[config.mk]
export PLATFORM = sky130hd
export DESIGN_NAME = edge_train_generator
export DESIGN_NICKNAME = d
export VERILOG_FILES = /design/src/rtl/freq_counter_pkg.sv /design/src/rtl/rep_sub_divider.sv /design/src/rtl/edge_train_generator.sv
export SDC_FILE = /design/constraint.sdc
export NUM_CORES = 1
export LEC_CHECK = 0
export BUFFER_PORTS_ARGS = -buffer_cell sky130_fd_sc_hd__buf_2
export CAP_MARGIN = 25
export CORE_ASPECT_RATIO = 0.5
export CORE_MARGIN = 3
export CORE_UTILIZATION = 63
export DETAILED_ROUTE_END_ITERATION = 10
export PLACE_DENSITY_LB_ADDON = 0.12
export SYNTH_ARGS = -nofsm -noshare
export SYNTH_HDL_FRONTEND = slang
export SYNTH_HIERARCHICAL = 1
export SYNTH_SLANG_ARGS = --single-unit
[constraint.sdc]
create_clock -name clk -period 4.7 [get_ports clk]
set_input_delay 0.235 -clock clk [delete_from_list [all_inputs] [get_ports clk]]
set_output_delay 0.235 -clock clk [all_outputs]
set_load 0.02 [all_outputs]
[src/rtl/freq_counter_pkg.sv]
// Shared constants, FSM encoding and BCD helper for the edge train generator.
package freq_counter_pkg;

  localparam int unsigned UPDATE_PERIOD = 1200;
  localparam int unsigned BITS          = 12;
  localparam int unsigned CNT_W         = BITS + 1;
  localparam int unsigned MAX_COUNT     = 99;
  localparam int unsigned DIGIT_W       = 4;
  localparam int unsigned N_W           = 7;

  typedef enum logic [1:0] {
    IDLE    = 2'd0,
    CONVERT = 2'd1,
    CALC    = 2'd2,
    RUN     = 2'd3
  } state_e;

  // Clamp a BCD digit to 9.
  function automatic logic [DIGIT_W-1:0] sat_digit(input logic [DIGIT_W-1:0] d);
    return (d > DIGIT_W'(9)) ? DIGIT_W'(9) : d;
  endfunction

endpackage

[src/rtl/rep_sub_divider.sv]
// Unsigned divider by repeated subtraction: one subtraction per cycle, done pulses once.
module rep_sub_divider
  import freq_counter_pkg::*;
(
  input  logic             clk,
  input  logic             reset,
  input  logic             start,
  input  logic [CNT_W-1:0] dividend,
  input  logic [CNT_W-1:0] divisor,
  output logic             done,
  output logic [CNT_W-1:0] quotient
);

  logic             active_q, active_d;
  logic             done_q, done_d;
  logic [CNT_W-1:0] rem_q, rem_d;
  logic [CNT_W-1:0] quo_q, quo_d;

  always_ff @(posedge clk) begin
    if (reset) begin
      active_q <= 1'b0;
      done_q   <= 1'b0;
      rem_q    <= '0;
      quo_q    <= '0;
    end else begin
      active_q <= active_d;
      done_q   <= done_d;
      rem_q    <= rem_d;
      quo_q    <= quo_d;
    end
  end

  // A zero divisor terminates immediately with quotient 0.
  always_comb begin
    active_d = active_q;
    done_d   = 1'b0;
    rem_d    = rem_q;
    quo_d    = quo_q;
    if (start) begin
      active_d = 1'b1;
      rem_d    = dividend;
      quo_d    = '0;
    end else if (active_q) begin
      if ((divisor != '0) && (rem_q >= divisor)) begin
        rem_d = rem_q - divisor;
        quo_d = quo_q + CNT_W'(1);
      end else begin
        active_d = 1'b0;
        done_d   = 1'b1;
      end
    end
  end

  assign done     = done_q;
  assign quotient = quo_q;

endmodule

[src/rtl/edge_train_generator.sv]
// Emits N evenly spaced rising edges per UPDATE_PERIOD window from a BCD target.
// Optional EDGE_GEN_MONITOR_EN adds an edges_sent counter port and a window-end check.
module edge_train_generator
  import freq_counter_pkg::*;
(
  input  logic       clk,
  input  logic       reset,
  input  logic       load,
  input  logic [3:0] ten_count,
  input  logic [3:0] unit_count,
  output logic       signal,
  output logic       window_start,
  output logic       busy
`ifdef EDGE_GEN_MONITOR_EN
  ,
  output logic [6:0] edges_sent
`endif
);

  localparam int unsigned SUM_W = N_W + 1;
  localparam logic [CNT_W-1:0] W_LAST = CNT_W'(UPDATE_PERIOD - 1);

  state_e             state_q, state_d;
  logic               pend_valid_q, pend_valid_d;
  logic [DIGIT_W-1:0] pend_ten_q, pend_ten_d;
  logic [DIGIT_W-1:0] pend_unit_q, pend_unit_d;
  logic [DIGIT_W-1:0] tcnt_q, tcnt_d;
  logic [DIGIT_W-1:0] units_q, units_d;
  logic [N_W-1:0]     n_q, n_d;
  logic [CNT_W-1:0]   s_q, s_d;
  logic [CNT_W-1:0]   h_q, h_d;
  logic [CNT_W-1:0]   w_q, w_d;
  logic [CNT_W-1:0]   p_q, p_d;
  logic [N_W-1:0]     k_q, k_d;
  logic               div_run_q, div_run_d;
  logic               signal_q, signal_d;
  logic               window_start_q, window_start_d;
  logic               busy_q, busy_d;

  logic               div_start_c;
  logic               div_done;
  logic [CNT_W-1:0]   div_quo;
  logic               take_c;
  logic [DIGIT_W-1:0] cap_ten_c, cap_unit_c;
  logic [SUM_W-1:0]   n_sum_c;
  logic [CNT_W-1:0]   half_c;

  rep_sub_divider u_div (
    .clk      (clk),
    .reset    (reset),
    .start    (div_start_c),
    .dividend (CNT_W'(UPDATE_PERIOD)),
    .divisor  (CNT_W'(n_q)),
    .done     (div_done),
    .quotient (div_quo)
  );

  always_ff @(posedge clk) begin
    if (reset) begin
      state_q        <= IDLE;
      pend_valid_q   <= 1'b0;
      pend_ten_q     <= '0;
      pend_unit_q    <= '0;
      tcnt_q         <= '0;
      units_q        <= '0;
      n_q            <= '0;
      s_q            <= '0;
      h_q            <= '0;
      w_q            <= '0;
      p_q            <= '0;
      k_q            <= '0;
      div_run_q      <= 1'b0;
      signal_q       <= 1'b0;
      window_start_q <= 1'b0;
      busy_q         <= 1'b0;
    end else begin
      state_q        <= state_d;
      pend_valid_q   <= pend_valid_d;
      pend_ten_q     <= pend_ten_d;
      pend_unit_q    <= pend_unit_d;
      tcnt_q         <= tcnt_d;
      units_q        <= units_d;
      n_q            <= n_d;
      s_q            <= s_d;
      h_q            <= h_d;
      w_q            <= w_d;
      p_q            <= p_d;
      k_q            <= k_d;
      div_run_q      <= div_run_d;
      signal_q       <= signal_d;
      window_start_q <= window_start_d;
      busy_q         <= busy_d;
    end
  end

  always_comb begin
    state_d        = state_q;
    pend_valid_d   = pend_valid_q;
    pend_ten_d     = pend_ten_q;
    pend_unit_d    = pend_unit_q;
    tcnt_d         = tcnt_q;
    units_d        = units_q;
    n_d            = n_q;
    s_d            = s_q;
    h_d            = h_q;
    w_d            = w_q;
    p_d            = p_q;
    k_d            = k_q;
    div_run_d      = div_run_q;
    signal_d       = 1'b0;
    window_start_d = 1'b0;
    div_start_c    = 1'b0;
    take_c         = 1'b0;
    // A load in the capture cycle bypasses the pending registers.
    cap_ten_c      = load ? sat_digit(ten_count) : pend_ten_q;
    cap_unit_c     = load ? sat_digit(unit_count) : pend_unit_q;
    n_sum_c        = SUM_W'(n_q) + SUM_W'(units_q);
    half_c         = div_quo >> 1;

    if (load) begin
      pend_valid_d = 1'b1;
      pend_ten_d   = sat_digit(ten_count);
      pend_unit_d  = sat_digit(unit_count);
    end

    case (state_q)
      IDLE: begin
        if (pend_valid_q) take_c = 1'b1;
      end
      CONVERT: begin
        if (tcnt_q != '0) begin
          n_d    = n_q + N_W'(10);
          tcnt_d = tcnt_q - DIGIT_W'(1);
        end else begin
          n_d     = (n_sum_c > SUM_W'(MAX_COUNT)) ? N_W'(MAX_COUNT) : N_W'(n_sum_c);
          state_d = CALC;
        end
      end
      CALC: begin
        if (n_q == '0) begin
          s_d     = '0;
          h_d     = '0;
          w_d     = '0;
          p_d     = '0;
          k_d     = '0;
          state_d = RUN;
        end else if (!div_run_q) begin
          div_start_c = 1'b1;
          div_run_d   = 1'b1;
        end else if (div_done) begin
          div_run_d = 1'b0;
          s_d       = div_quo;
          h_d       = (half_c == '0) ? CNT_W'(1) : half_c;
          w_d       = '0;
          p_d       = '0;
          k_d       = '0;
          state_d   = RUN;
        end
      end
      RUN: begin
        window_start_d = (w_q == '0);
        signal_d       = (p_q < h_q) && (k_q < n_q);
        if (w_q == W_LAST) begin
          if (pend_valid_q || load) begin
            take_c = 1'b1;
          end else begin
            w_d = '0;
            p_d = '0;
            k_d = '0;
          end
        end else begin
          w_d = w_q + CNT_W'(1);
          // p tracks w mod S; k counts completed spacing periods, capped at N.
          if ((p_q + CNT_W'(1)) >= s_q) begin
            p_d = '0;
            if (k_q < n_q) k_d = k_q + N_W'(1);
          end else begin
            p_d = p_q + CNT_W'(1);
          end
        end
      end
      default: state_d = IDLE;
    endcase

    if (take_c) begin
      state_d      = CONVERT;
      tcnt_d       = cap_ten_c;
      units_d      = cap_unit_c;
      n_d          = '0;
      pend_valid_d = 1'b0;
      signal_d     = 1'b0;
    end

    busy_d = (state_d == CONVERT) || (state_d == CALC);
  end

  assign signal       = signal_q;
  assign window_start = window_start_q;
  assign busy         = busy_q;

`ifdef EDGE_GEN_MONITOR_EN
  logic [N_W-1:0] edges_q, edges_d;

  always_comb begin
    edges_d = edges_q;
    if ((state_q == RUN) && (w_q == '0)) begin
      edges_d = signal_d ? N_W'(1) : N_W'(0);
    end else if (signal_d && !signal_q && (edges_q < N_W'(MAX_COUNT))) begin
      edges_d = edges_q + N_W'(1);
    end
  end

  always_ff @(posedge clk) begin
    if (reset) edges_q <= '0;
    else       edges_q <= edges_d;
  end

  // Every edge of the window has been counted by its last cycle.
  always_ff @(posedge clk) begin
    if (!reset && (state_q == RUN) && (w_q == W_LAST)) begin
      assert (edges_q == n_q);
    end
  end

  assign edges_sent = edges_q;
`endif

endmodule

==> flow_summary_export.csv <==
group,metric,value,unit
run_status,outcome,"finished clean",
sta,max_slew_margin,31.67,%
worst_setup_path,path_max_fanout,9,
sta,clock-skew-final,0.01016,ns
synth,async_flop_share,0,%
power,vdd_drop_max,0.3051,mV
grt,number_of_antenna_violations_at_the_first_check_in_global_routing,0,
synth,yosys_most_used_dff,"sky130_fd_sc_hd__dfxtp_1",
worst_setup_path,worst_ep_arrival_time,4.19,ns
sta,final_cycle_share,82.76,%
cts,postCtsResizedCells,0,
sta,worstMarginPinSlew,1.023,ns
cts,clk_path_buf_depth,2,
job,max_cap_violations,0,
synth,distinct_cells_synth,70,
cts,cts.root.buffer_cell,"sky130_fd_sc_hd__clkbuf_16",
power,total_leakage_power,3.103,nW
worst_hold_path,min_path_type,"in2reg",
floorplan,core-area,10440,sq um
drt,initialDrtViolationCount,415,
synth,ys_seq_elements,116,
grt,grt_first_pass_wirelength,28080,um
power,powerDensity,442.1,nW/um^2
grt,first_global_vias,5850,
grt,grt_start_max_net_pins,57,
sta,finalWorstPathRequiredPeriod,3.890,ns
floorplan,placementRows,26,
synth,synthesis.instances,867,
worst_setup_path,crit_type,"reg2reg",
worst_setup_path,cp.required,5.00,ns
power,power.internal,2.391,mW
cts,insertion_delay,0.41,ns
power,power_frac_comb,25.8,%
sta,max_clock_freq,0.2571,GHz
cts,cts_tree,"yes",
drt,route.vias.total,6331,
drt,vias_per_cell,6.070,
synth,syn_area_per_cell,7.982,sq um
sta,fin_tns_setup,0,ns
cts,path_clk_slew,0.06,ns
cts,cts.htree.levels,4,
floorplan,initial_standard_cell_utilization_of_the_core,66.27,%
sta,finalSetupViolCount,0,
cts,cts_sinks,116,
layout,final_net_count,963,
drt,wl_per_cell,15.91,um
place,placement.setup.worst_slack,0.9852,ns
cts,post-cts-setup-buffer-count,0,
power,switching_power,1.050,mW
drt,finalWirelength,16600,um
synth,yosysSeqAreaShare,33.56,%
grt,gr-usage-all-layers,27.85,%
floorplan,io_pins,14,
synth,synth_largest_type_area_fraction,33.56,%
synth,synth_area,6920,sq um
place,port-buffer-count,13,
drt,drt-pass1-iter-count,5,
power,pwr-share-clk,41.4,%
synth,yosys_warnings,6,
place,gp_congestion,0.9132,
worst_setup_path,end_kind,"register",
power,seq_power_share,32.8,%
cts,holdBufCountCts,0,
worst_setup_path,critical_path.startpoint_type,"register",
sta,setup_slack,0.8101,ns
cts,numCtsBuffers,17,
power,fraction_of_power_spent_switching_nets,30.51,%
grt,globalRoute.totalOverflow,0,
layout,antenna-diode-count,0,
sta,report.final.hold_viol_count,0,
drt,ant_nets,0,
floorplan,die_area,12350,sq um
synth,netlist_top_cells_area,"sky130_fd_sc_hd__dfxtp_1 (34%), sky130_fd_sc_hd__ha_1 (11%), sky130_fd_sc_hd__a21oi_1 (5.1%), sky130_fd_sc_hd__nand2_1 (4.8%), sky130_fd_sc_hd__nor2_1 (4.0%)",
synth,synth_enable_flop_cells,0,
sta,grt_setup_unrepaired,"no",
layout,layout_overhead_on_the_synthesized_area,12.44,%
floorplan,die_y,80.11,um
place,dpl.hpwl,11380,um
drt,remaining_drc_errors,0,
sta,report.final.slew_viol_count,0,
layout,drive_above_1_share,6.645,%
synth,yosys.area.top_type,"sky130_fd_sc_hd__dfxtp_1",
floorplan,die-width,154.2,um
-- cell type report --
cell class	count	area (sq um)
multi-input cells	674	4295
fillers	785	2661
flip-flops and latches	116	2322
clock buffers	21	470.5
inverters	64	240.2
clock inverters	10	177.7
well taps	140	175.2
repair buffers	18	100.1
-- through the flow --
| step | std cells | hold WS (ns) | util [%] | total power, mW | area [sq um] |
|---|---|---|---|---|---|
| 2_1_floorplan | 890 | 0.4023 | - | 1.840 | 7007 |
| 3_3_place_gp | 1011 | 0.4436 | 68.26 | 1.987 | 7128 |
| 3_5_place_dp | 1011 | 0.4494 | 68.26 | 2.006 | 7128 |
| 4_1_cts | 1042 | 0.1160 | 74.47 | 3.439 | 7776 |
| 5_1_grt | 1043 | 0.1404 | 74.51 | 3.614 | 7781 |
| 6_report | 1043 | 0.1157 | 74.51 | 3.440 | 7781 |
-- critical path: stages, from the launching register on --
cell and delay (ns):
sky130_fd_sc_hd__dfxtp_1 0.42, sky130_fd_sc_hd__ha_1 0.26, sky130_fd_sc_hd__nand3_1 0.17, sky130_fd_sc_hd__nor2_1 0.32, sky130_fd_sc_hd__and3_1 0.32, sky130_fd_sc_hd__nand3_1 0.13
sky130_fd_sc_hd__xnor2_1 0.17, sky130_fd_sc_hd__ha_1 0.31, sky130_fd_sc_hd__nand4_1 0.12, sky130_fd_sc_hd__a2111o_1 0.29, sky130_fd_sc_hd__o2111ai_1 0.17, sky130_fd_sc_hd__and2b_1 0.36
sky130_fd_sc_hd__nand4_1 0.15, sky130_fd_sc_hd__or4_1 0.44, sky130_fd_sc_hd__o21ai_0 0.14
-- layout by cell type (no fill, tap or decap), types with 12 or more instances in the layout --
master,instances
sky130_fd_sc_hd__conb_1,25
sky130_fd_sc_hd__a21oi_1,70
sky130_fd_sc_hd__a211oi_1,16
sky130_fd_sc_hd__buf_2,14
sky130_fd_sc_hd__or3_1,13
sky130_fd_sc_hd__nand2_1,89
sky130_fd_sc_hd__clkbuf_16,17
sky130_fd_sc_hd__dfxtp_1,116
sky130_fd_sc_hd__nand3_1,28
sky130_fd_sc_hd__nor2_1,73
sky130_fd_sc_hd__nor3_1,17
sky130_fd_sc_hd__xor2_1,15
sky130_fd_sc_hd__ha_1,59
sky130_fd_sc_hd__nand4_1,14
sky130_fd_sc_hd__inv_1,64
sky130_fd_sc_hd__and3_1,18
sky130_fd_sc_hd__a31oi_1,12
sky130_fd_sc_hd__o21ai_0,53
sky130_fd_sc_hd__xnor2_1,19
-- synth_stat cells, types with 9 or more instances --
cell type / n
sky130_fd_sc_hd__ha_1: 59
sky130_fd_sc_hd__inv_1: 64
sky130_fd_sc_hd__mux2i_1: 9
sky130_fd_sc_hd__nand2_1: 89
sky130_fd_sc_hd__clkbuf_1: 24
sky130_fd_sc_hd__a31oi_1: 12
sky130_fd_sc_hd__and3_1: 18
sky130_fd_sc_hd__nand4_1: 14
sky130_fd_sc_hd__xor2_1: 15
sky130_fd_sc_hd__nor2_1: 73
sky130_fd_sc_hd__nor3_1: 17
sky130_fd_sc_hd__o21ai_0: 53
sky130_fd_sc_hd__xnor2_1: 19
sky130_fd_sc_hd__o31ai_1: 9
sky130_fd_sc_hd__nor2b_1: 9
sky130_fd_sc_hd__or3_1: 13
sky130_fd_sc_hd__a211oi_1: 16
sky130_fd_sc_hd__nor4_1: 11
sky130_fd_sc_hd__nand3_1: 28
sky130_fd_sc_hd__dfxtp_1: 116
sky130_fd_sc_hd__a21oi_1: 70
sky130_fd_sc_hd__nand2b_1: 11
-- power groups by stage --
stage,Sequential (mW),Combinational [mW],Clock [mW]
2_1_floorplan,1.13,0.714,0
3_3_place_gp,1.14,0.845,0
3_5_place_dp,1.15,0.861,0
4_1_cts,1.13,0.879,1.43
5_1_grt,1.14,0.996,1.48
6_report,1.13,0.889,1.42
-- sequential cells by signal, indices dropped and copies added (netlist names), 2 cells and up --
signal,cells
s_q,13
tcnt_q,4
w_q,13
u_div/rem_q,13
u_div/quotient,13
units_q,4
h_q,12
pend_unit_q,4
k_q,7
n_q,7
p_q,13
pend_ten_q,4
state_q,2
-- per-layer routing --
layer | vias up | share of wire [%] | GRT usage, %
met2 | 227 | 44 | 42.35
li1 | 3134 | - | -
met5 | - | 0 | 0
met1 | 2951 | 48 | 40.02
met4 | 0 | 1.2 | 8.018
met3 | 19 | 7.0 | 5.813
-- path summary, 6_finish.rpt --
| kind | slack [ns] | endpoint | from | cells after the start |
|---|---|---|---|---|
| min | 0.12 | pend_unit_q[0] | unit_count[0] | 3 |
| max reg2reg | 0.81 | k_q[5] | p_q[0] | 14 |
| max | 0.81 | k_q[5] | p_q[0] | 14 |
| min reg2reg | 0.46 | h_q[9] | h_q[9] | 2 |
-- cell families after synthesis --
logic type / count (synthesis) / synth area share (%)
AND/OR/NAND/NOR: 315 / 22.44
flip-flops: 116 / 33.56
other: 2 / 0.1085
buffers and inverters: 100 / 5.767
multiplexers: 10 / 1.519
XOR/XNOR: 34 / 4.303
AO/OA/AOI/OAI: 229 / 21.06
adder cells (fa/ha/maj): 61 / 11.25
(Power assumes the default switching activity.)
